**config.mk**
```make
export PLATFORM = sky130hd
export DESIGN_NAME = mem_copy_dma
export DESIGN_NICKNAME = d
export VERILOG_FILES = /design/src/rtl/mem_copy_dma.sv
export SDC_FILE = /design/constraint.sdc
export NUM_CORES = 1
export LEC_CHECK = 0
export CAP_MARGIN = 20
export CELL_PAD_IN_SITES_DETAIL_PLACEMENT = 1
export CELL_PAD_IN_SITES_GLOBAL_PLACEMENT = 1
export CORE_MARGIN = 2
export CORE_UTILIZATION = 39
export CTS_CLUSTER_SIZE = 25
export DETAILED_ROUTE_END_ITERATION = 12
export GPL_TIMING_DRIVEN = 0
export PLACE_DENSITY = 0.88
export SLEW_MARGIN = 20
export SYNTH_ARGS = -nofsm -noshare
export SYNTH_HDL_FRONTEND = slang
export SYNTH_SLANG_ARGS = --single-unit
```
**constraint.sdc**
```tcl
create_clock -name clk -period 2.7 [get_ports clk]
set_input_delay 0.54 -clock clk [delete_from_list [all_inputs] [get_ports clk]]
set_output_delay 0.54 -clock clk [all_outputs]
set_load 0.005 [all_outputs]
```
**src/rtl/mem_copy_dma.sv**
```systemverilog
// Word-granular block-copy initiator on the native mem_valid/mem_ready bus.
// Reads each source word, writes it to the destination, then pulses done.
module mem_copy_dma #(
  parameter int unsigned TIMEOUT = 1024,
  parameter int unsigned LEN_W   = 16
) (
  input  logic             clk,
  input  logic             resetn,
  input  logic             start,
  input  logic [31:0]      src_addr,
  input  logic [31:0]      dst_addr,
  input  logic [LEN_W-1:0] len_words,
  output logic             busy,
  output logic             done,
  output logic             err,
  output logic             mem_valid,
  output logic             mem_instr,
  input  logic             mem_ready,
  output logic [31:0]      mem_addr,
  output logic [31:0]      mem_wdata,
  output logic [3:0]       mem_wstrb,
  input  logic [31:0]      mem_rdata
);

  typedef enum logic [2:0] {
    StIdle,
    StRdReq,
    StRdGap,
    StWrReq,
    StWrGap,
    StFin
  } state_e;

  state_e           state_q, state_d;
  logic [31:0]      src_q, src_d;
  logic [31:0]      dst_q, dst_d;
  logic [LEN_W-1:0] rem_q, rem_d;
  logic [31:0]      data_q, data_d;
  logic [31:0]      addr_q, addr_d;
  logic [3:0]       wstrb_q, wstrb_d;
  logic             valid_q, valid_d;
  logic             busy_q, busy_d;
  logic             done_q, done_d;
  logic             err_q, err_d;
  logic [31:0]      tmo_q, tmo_d;
  logic             tmo_hit;

  // tmo_q counts completed waiting cycles; this cycle would be number tmo_q+1.
  assign tmo_hit = (TIMEOUT != 0) && ((tmo_q + 32'd1) >= TIMEOUT);

  always_comb begin
    state_d = state_q;
    src_d   = src_q;
    dst_d   = dst_q;
    rem_d   = rem_q;
    data_d  = data_q;
    addr_d  = addr_q;
    wstrb_d = wstrb_q;
    valid_d = valid_q;
    busy_d  = busy_q;
    done_d  = 1'b0;
    err_d   = err_q;
    tmo_d   = tmo_q;

    unique case (state_q)
      StIdle: begin
        if (start) begin
          src_d   = src_addr & 32'hFFFF_FFFC;
          dst_d   = dst_addr & 32'hFFFF_FFFC;
          rem_d   = len_words;
          err_d   = 1'b0;
          busy_d  = 1'b1;
          state_d = (len_words == '0) ? StFin : StRdReq;
        end
      end

      StRdReq: begin
        if (!valid_q) begin
          // First read after start: present the request one cycle after acceptance.
          valid_d = 1'b1;
          addr_d  = src_q;
          wstrb_d = 4'h0;
          tmo_d   = '0;
        end else if (mem_ready) begin
          data_d  = mem_rdata;
          valid_d = 1'b0;
          src_d   = src_q + 32'd4;
          state_d = StRdGap;
        end else if (tmo_hit) begin
          valid_d = 1'b0;
          err_d   = 1'b1;
          done_d  = 1'b1;
          busy_d  = 1'b0;
          state_d = StFin;
        end else begin
          tmo_d = tmo_q + 32'd1;
        end
      end

      StRdGap: begin
        valid_d = 1'b1;
        addr_d  = dst_q;
        wstrb_d = 4'hF;
        tmo_d   = '0;
        state_d = StWrReq;
      end

      StWrReq: begin
        if (mem_ready) begin
          valid_d = 1'b0;
          dst_d   = dst_q + 32'd4;
          rem_d   = rem_q - LEN_W'(1);
          state_d = StWrGap;
        end else if (tmo_hit) begin
          valid_d = 1'b0;
          err_d   = 1'b1;
          done_d  = 1'b1;
          busy_d  = 1'b0;
          state_d = StFin;
        end else begin
          tmo_d = tmo_q + 32'd1;
        end
      end

      StWrGap: begin
        if (rem_q == '0) begin
          done_d  = 1'b1;
          busy_d  = 1'b0;
          state_d = StFin;
        end else begin
          valid_d = 1'b1;
          addr_d  = src_q;
          wstrb_d = 4'h0;
          tmo_d   = '0;
          state_d = StRdReq;
        end
      end

      StFin: begin
        // Entered with done already set except on the zero-length path.
        if (done_q) begin
          state_d = StIdle;
        end else begin
          done_d = 1'b1;
          busy_d = 1'b0;
        end
      end

      default: state_d = StIdle;
    endcase
  end

  always_ff @(posedge clk or negedge resetn) begin
    if (!resetn) begin
      state_q <= StIdle;
      src_q   <= '0;
      dst_q   <= '0;
      rem_q   <= '0;
      data_q  <= '0;
      addr_q  <= '0;
      wstrb_q <= '0;
      valid_q <= 1'b0;
      busy_q  <= 1'b0;
      done_q  <= 1'b0;
      err_q   <= 1'b0;
      tmo_q   <= '0;
    end else begin
      state_q <= state_d;
      src_q   <= src_d;
      dst_q   <= dst_d;
      rem_q   <= rem_d;
      data_q  <= data_d;
      addr_q  <= addr_d;
      wstrb_q <= wstrb_d;
      valid_q <= valid_d;
      busy_q  <= busy_d;
      done_q  <= done_d;
      err_q   <= err_d;
      tmo_q   <= tmo_d;
    end
  end

  assign busy      = busy_q;
  assign done      = done_q;
  assign err       = err_q;
  assign mem_valid = valid_q;
  assign mem_instr = 1'b0;
  assign mem_addr  = addr_q;
  assign mem_wdata = data_q;
  assign mem_wstrb = wstrb_q;

endmodule

```
==> metrics.csv <==
metric,value,unit
Slew @ Worst Pin,0.887,ns
"Async S/R FF share, synth",100,%
Fin. Hold Viols,0,
initial antenna violation count,0,
clock transition at the registers of the reported paths,0.08,ns
vias in the first global route,10500,
min Tclk post-route,2.82,ns
R2R Path End,tmo_q[6],
Initial DRC Count,1066,
# fillers,2787,
status,finished with violations,
Max Cap Violations,0,
part of the cycle the worst path needs,104,%
share of cells above drive strength 1,15.9,%
I/O Buffers,180,
Bufs on Longest Clock Path,2,
first-pass GRT wire length,58.4,mm
number of synthesized flops with an enable pin,0,
GRT overflow,0,
Worst Setup SP,tmo_q[22],
Core Area,24100,sq um
mean post-synth cell area,9.02,sq um
Mapped Cells,1054,
"Slew Viols, Final",0,
cts hold-fix bufs,0,
Non-Filler Instances,1623,
post-synth top area share,46.9,%
Sink Count,178,
Synth Cell Area,9500,sq um
endpoints failing setup,6,
Root Driver,clkbuf_16,
Initial Util,39.4,%
routed vias,10100,
R2R depth,10,
die height,160,um
First-pass DRT Iterations,5,
clk_lat worst skew,0.46,ns
Ports,189,
WL final,38.8,mm
"Seq/Total Area, Yosys",46.9,%
register bit count reported by yosys,178,
total power,14600,uW
final core utilization,53.7,%
WHS,0.135,ns
DP Area,11800,sq um
hpwl dp,25.0,mm
Total GRT Usage,28.9,%
GP Congestion,0.925,
Remaining DRCs,0,
CP Data Arrival Time,3.13,ns
Crit Path Class,flip-flop to flip-flop,
crit path capture,tmo_q[6],
dpl cells,1562,
RSZ-0062 raised after global routing,yes,
final-stage net count,1406,
H-tree depth,4,
Main synth FF type,dfrtp_1,
Die X,160,um
Antenna Nets Post-Route,0,
CTS Buf Count,17,
Max Clock Freq,354,MHz
required time of the worst setup path,3.01,ns
startpoint types,flip-flop,
vias per inst,6.20,
maximum vdd drop,0.000508,V
die area,25600,sq um
PD cells,1130,nW/um^2
library cells used by synthesis,70,
synth top area cells,"dfrtp_1, a21oi_1, nand2_1",
cell taking the most area after synthesis,dfrtp_1,
CTS tree,built,
Worst Hold Class,input port to async pin,
row cnt,57,
Final Skew,0.0155,ns
Diodes inserted,0,
largest net degree at the start of global routing,95,
failing checks,setup timing,
P_leak,0.00519,uW
Relative slew margins,40.8,%
r2r setup slk,-0.12,ns
yosys warns,0,
WL/cell,23.9,um
Final Instance Area,12900,sq um
Crit. End Element,flip-flop,
Critical Path Fanout Max,5,
Layout area overhead,36.2,%
R2R Path Start,tmo_q[22],
final worst slack,-0.121,ns
==> kinds of logic after synthesis <==
group	count (synthesis)	share of synthesized area, %
other	1	0.0395
multiplexers	73	8.12
buffers and inverters	86	3.90
XOR/XNOR	7	0.645
flip-flops	178	46.9
AO/OA/AOI/OAI	320	19.0
adder cells (fa/ha/maj)	4	0.527
AND/OR/NAND/NOR	385	20.9
==> sequential cells by signal (all words and copies together), names as in the netlist, 3 cells and up <==
signal     flops
mem_wdata     32
tmo_q         32
mem_addr      30
state_q        3
dst_q         30
rem_q         16
src_q         30
==> timing repair <==
item                       CTS  global route
gates cloned                 2             0
setup endpoints to repair  110           130
setup buffers               14            17
gates resized for setup     49            53
hold endpoints to repair     0             0
pin swaps                   12            25
==> synthesized netlist by cell type (3+ instances only) <==
cell,number
xnor2_1,4
a31oi_1,7
nand4b_1,3
dfrtp_1,178
or2_2,3
and2_1,5
nor2_2,5
nand3_1,49
inv_1,14
mux2_2,33
o21ai_1,32
nand2b_1,12
nor2b_1,3
xor2_1,3
nand4_1,24
or3_1,4
a21o_1,5
nor4_1,11
o21ai_0,75
nor3_1,17
o32ai_1,6
and3_1,39
mux2i_1,40
nor4_2,5
and4_1,7
o22ai_1,32
a22oi_1,4
clkbuf_1,52
ha_1,4
nor3b_1,4
buf_4,8
buf_2,7
a21oi_1,129
o211ai_1,3
nor2_1,56
o31ai_1,3
nand2_1,123
==> cell type report <==
type,instances,area (sq um),share of cell area [%]
Multi-Input combinational cell,793,5000,38.6
Sequential cell,178,4480,34.6
Timing Repair Buffer,214,2080,16.1
Clock buffer,19,433,3.34
Tap cell,324,405,3.13
Buffer,67,347,2.68
Clock inverter,13,145,1.12
Inverter,15,56.3,0.435
==> per-stage QoR <==
| step | setup slack [ns] | setup TNS, ns |
|---|---|---|
| after floorplan | 0.215 | 0 |
| after global placement | -6.57 | -1215.67 |
| after detailed placement | -0.444 | -29.36 |
| after CTS | -0.00361 | -0.00388 |
| after global routing | -0.263 | -4.38 |
| final | -0.121 | -0.319 |
==> cells in the final DEF, fill, tap and decap left out, types with 6 or more instances in the layout <==
cell             instances
dfrtp_2                 20
o22ai_1                 32
clkbuf_16               17
mux2_2                  33
nand4_1                 24
nor2_1                  51
nor4_1                   7
o21ai_1                 31
and4_1                   7
and3_1                  38
o32ai_1                  6
a31oi_1                  6
a21oi_1                127
nand3_1                 47
nand2_1                122
nor2_4                   6
clkdlybuf4s50_1        179
dfrtp_1                158
nand2b_1                12
buf_4                   41
mux2i_1                 40
o21ai_0                 75
clkbuf_1                36
inv_1                   14
nor3_1                  14
clkbuf_2                15
==> critical path: stages, from the launching register on <==
cell and delay [ns]:
dfrtp_1 0.44, nand4_1 0.28, nor4_4 0.38, and4_1 0.27
a21oi_2 0.08, nor4_4 0.27, buf_4 0.18, nand4b_1 0.16
buf_4 0.20, o311ai_4 0.28, o211ai_1 0.14
==> report_power, final <==
group	total (uW)	switching, uW	internal [uW]
clock network	2560	1250	1310
registers	4940	1180	3760
logic	7140	4130	3010
==> metal layers <==
| metal | GRT usage, % | share of wire [%] |
|---|---|---|
| met1 | 34.6 | 38 |
| met2 | 50.0 | 50 |
| met3 | 5.25 | 6.8 |
| met4 | 14.9 | 4.9 |
| met5 | 0 | 0 |
==> worst min-delay path by stage <==
| stage | end | startpoint | cells past startpoint | slack, ns |
|---|---|---|---|---|
| 2_1_floorplan | busy | resetn | 0 | 0.24 |
| 3_3_place_gp | mem_addr[4] | mem_addr[4] | 2 | 0.47 |
| 3_5_place_dp | mem_addr[4] | mem_addr[4] | 2 | 0.48 |
| 4_1_cts | tmo_q[2] | resetn | 1 | 0.17 |
| 5_1_grt | tmo_q[26] | resetn | 1 | 0.19 |
| 6_report | tmo_q[26] | resetn | 1 | 0.14 |
Note: power is estimated with default switching activity, not from simulation.
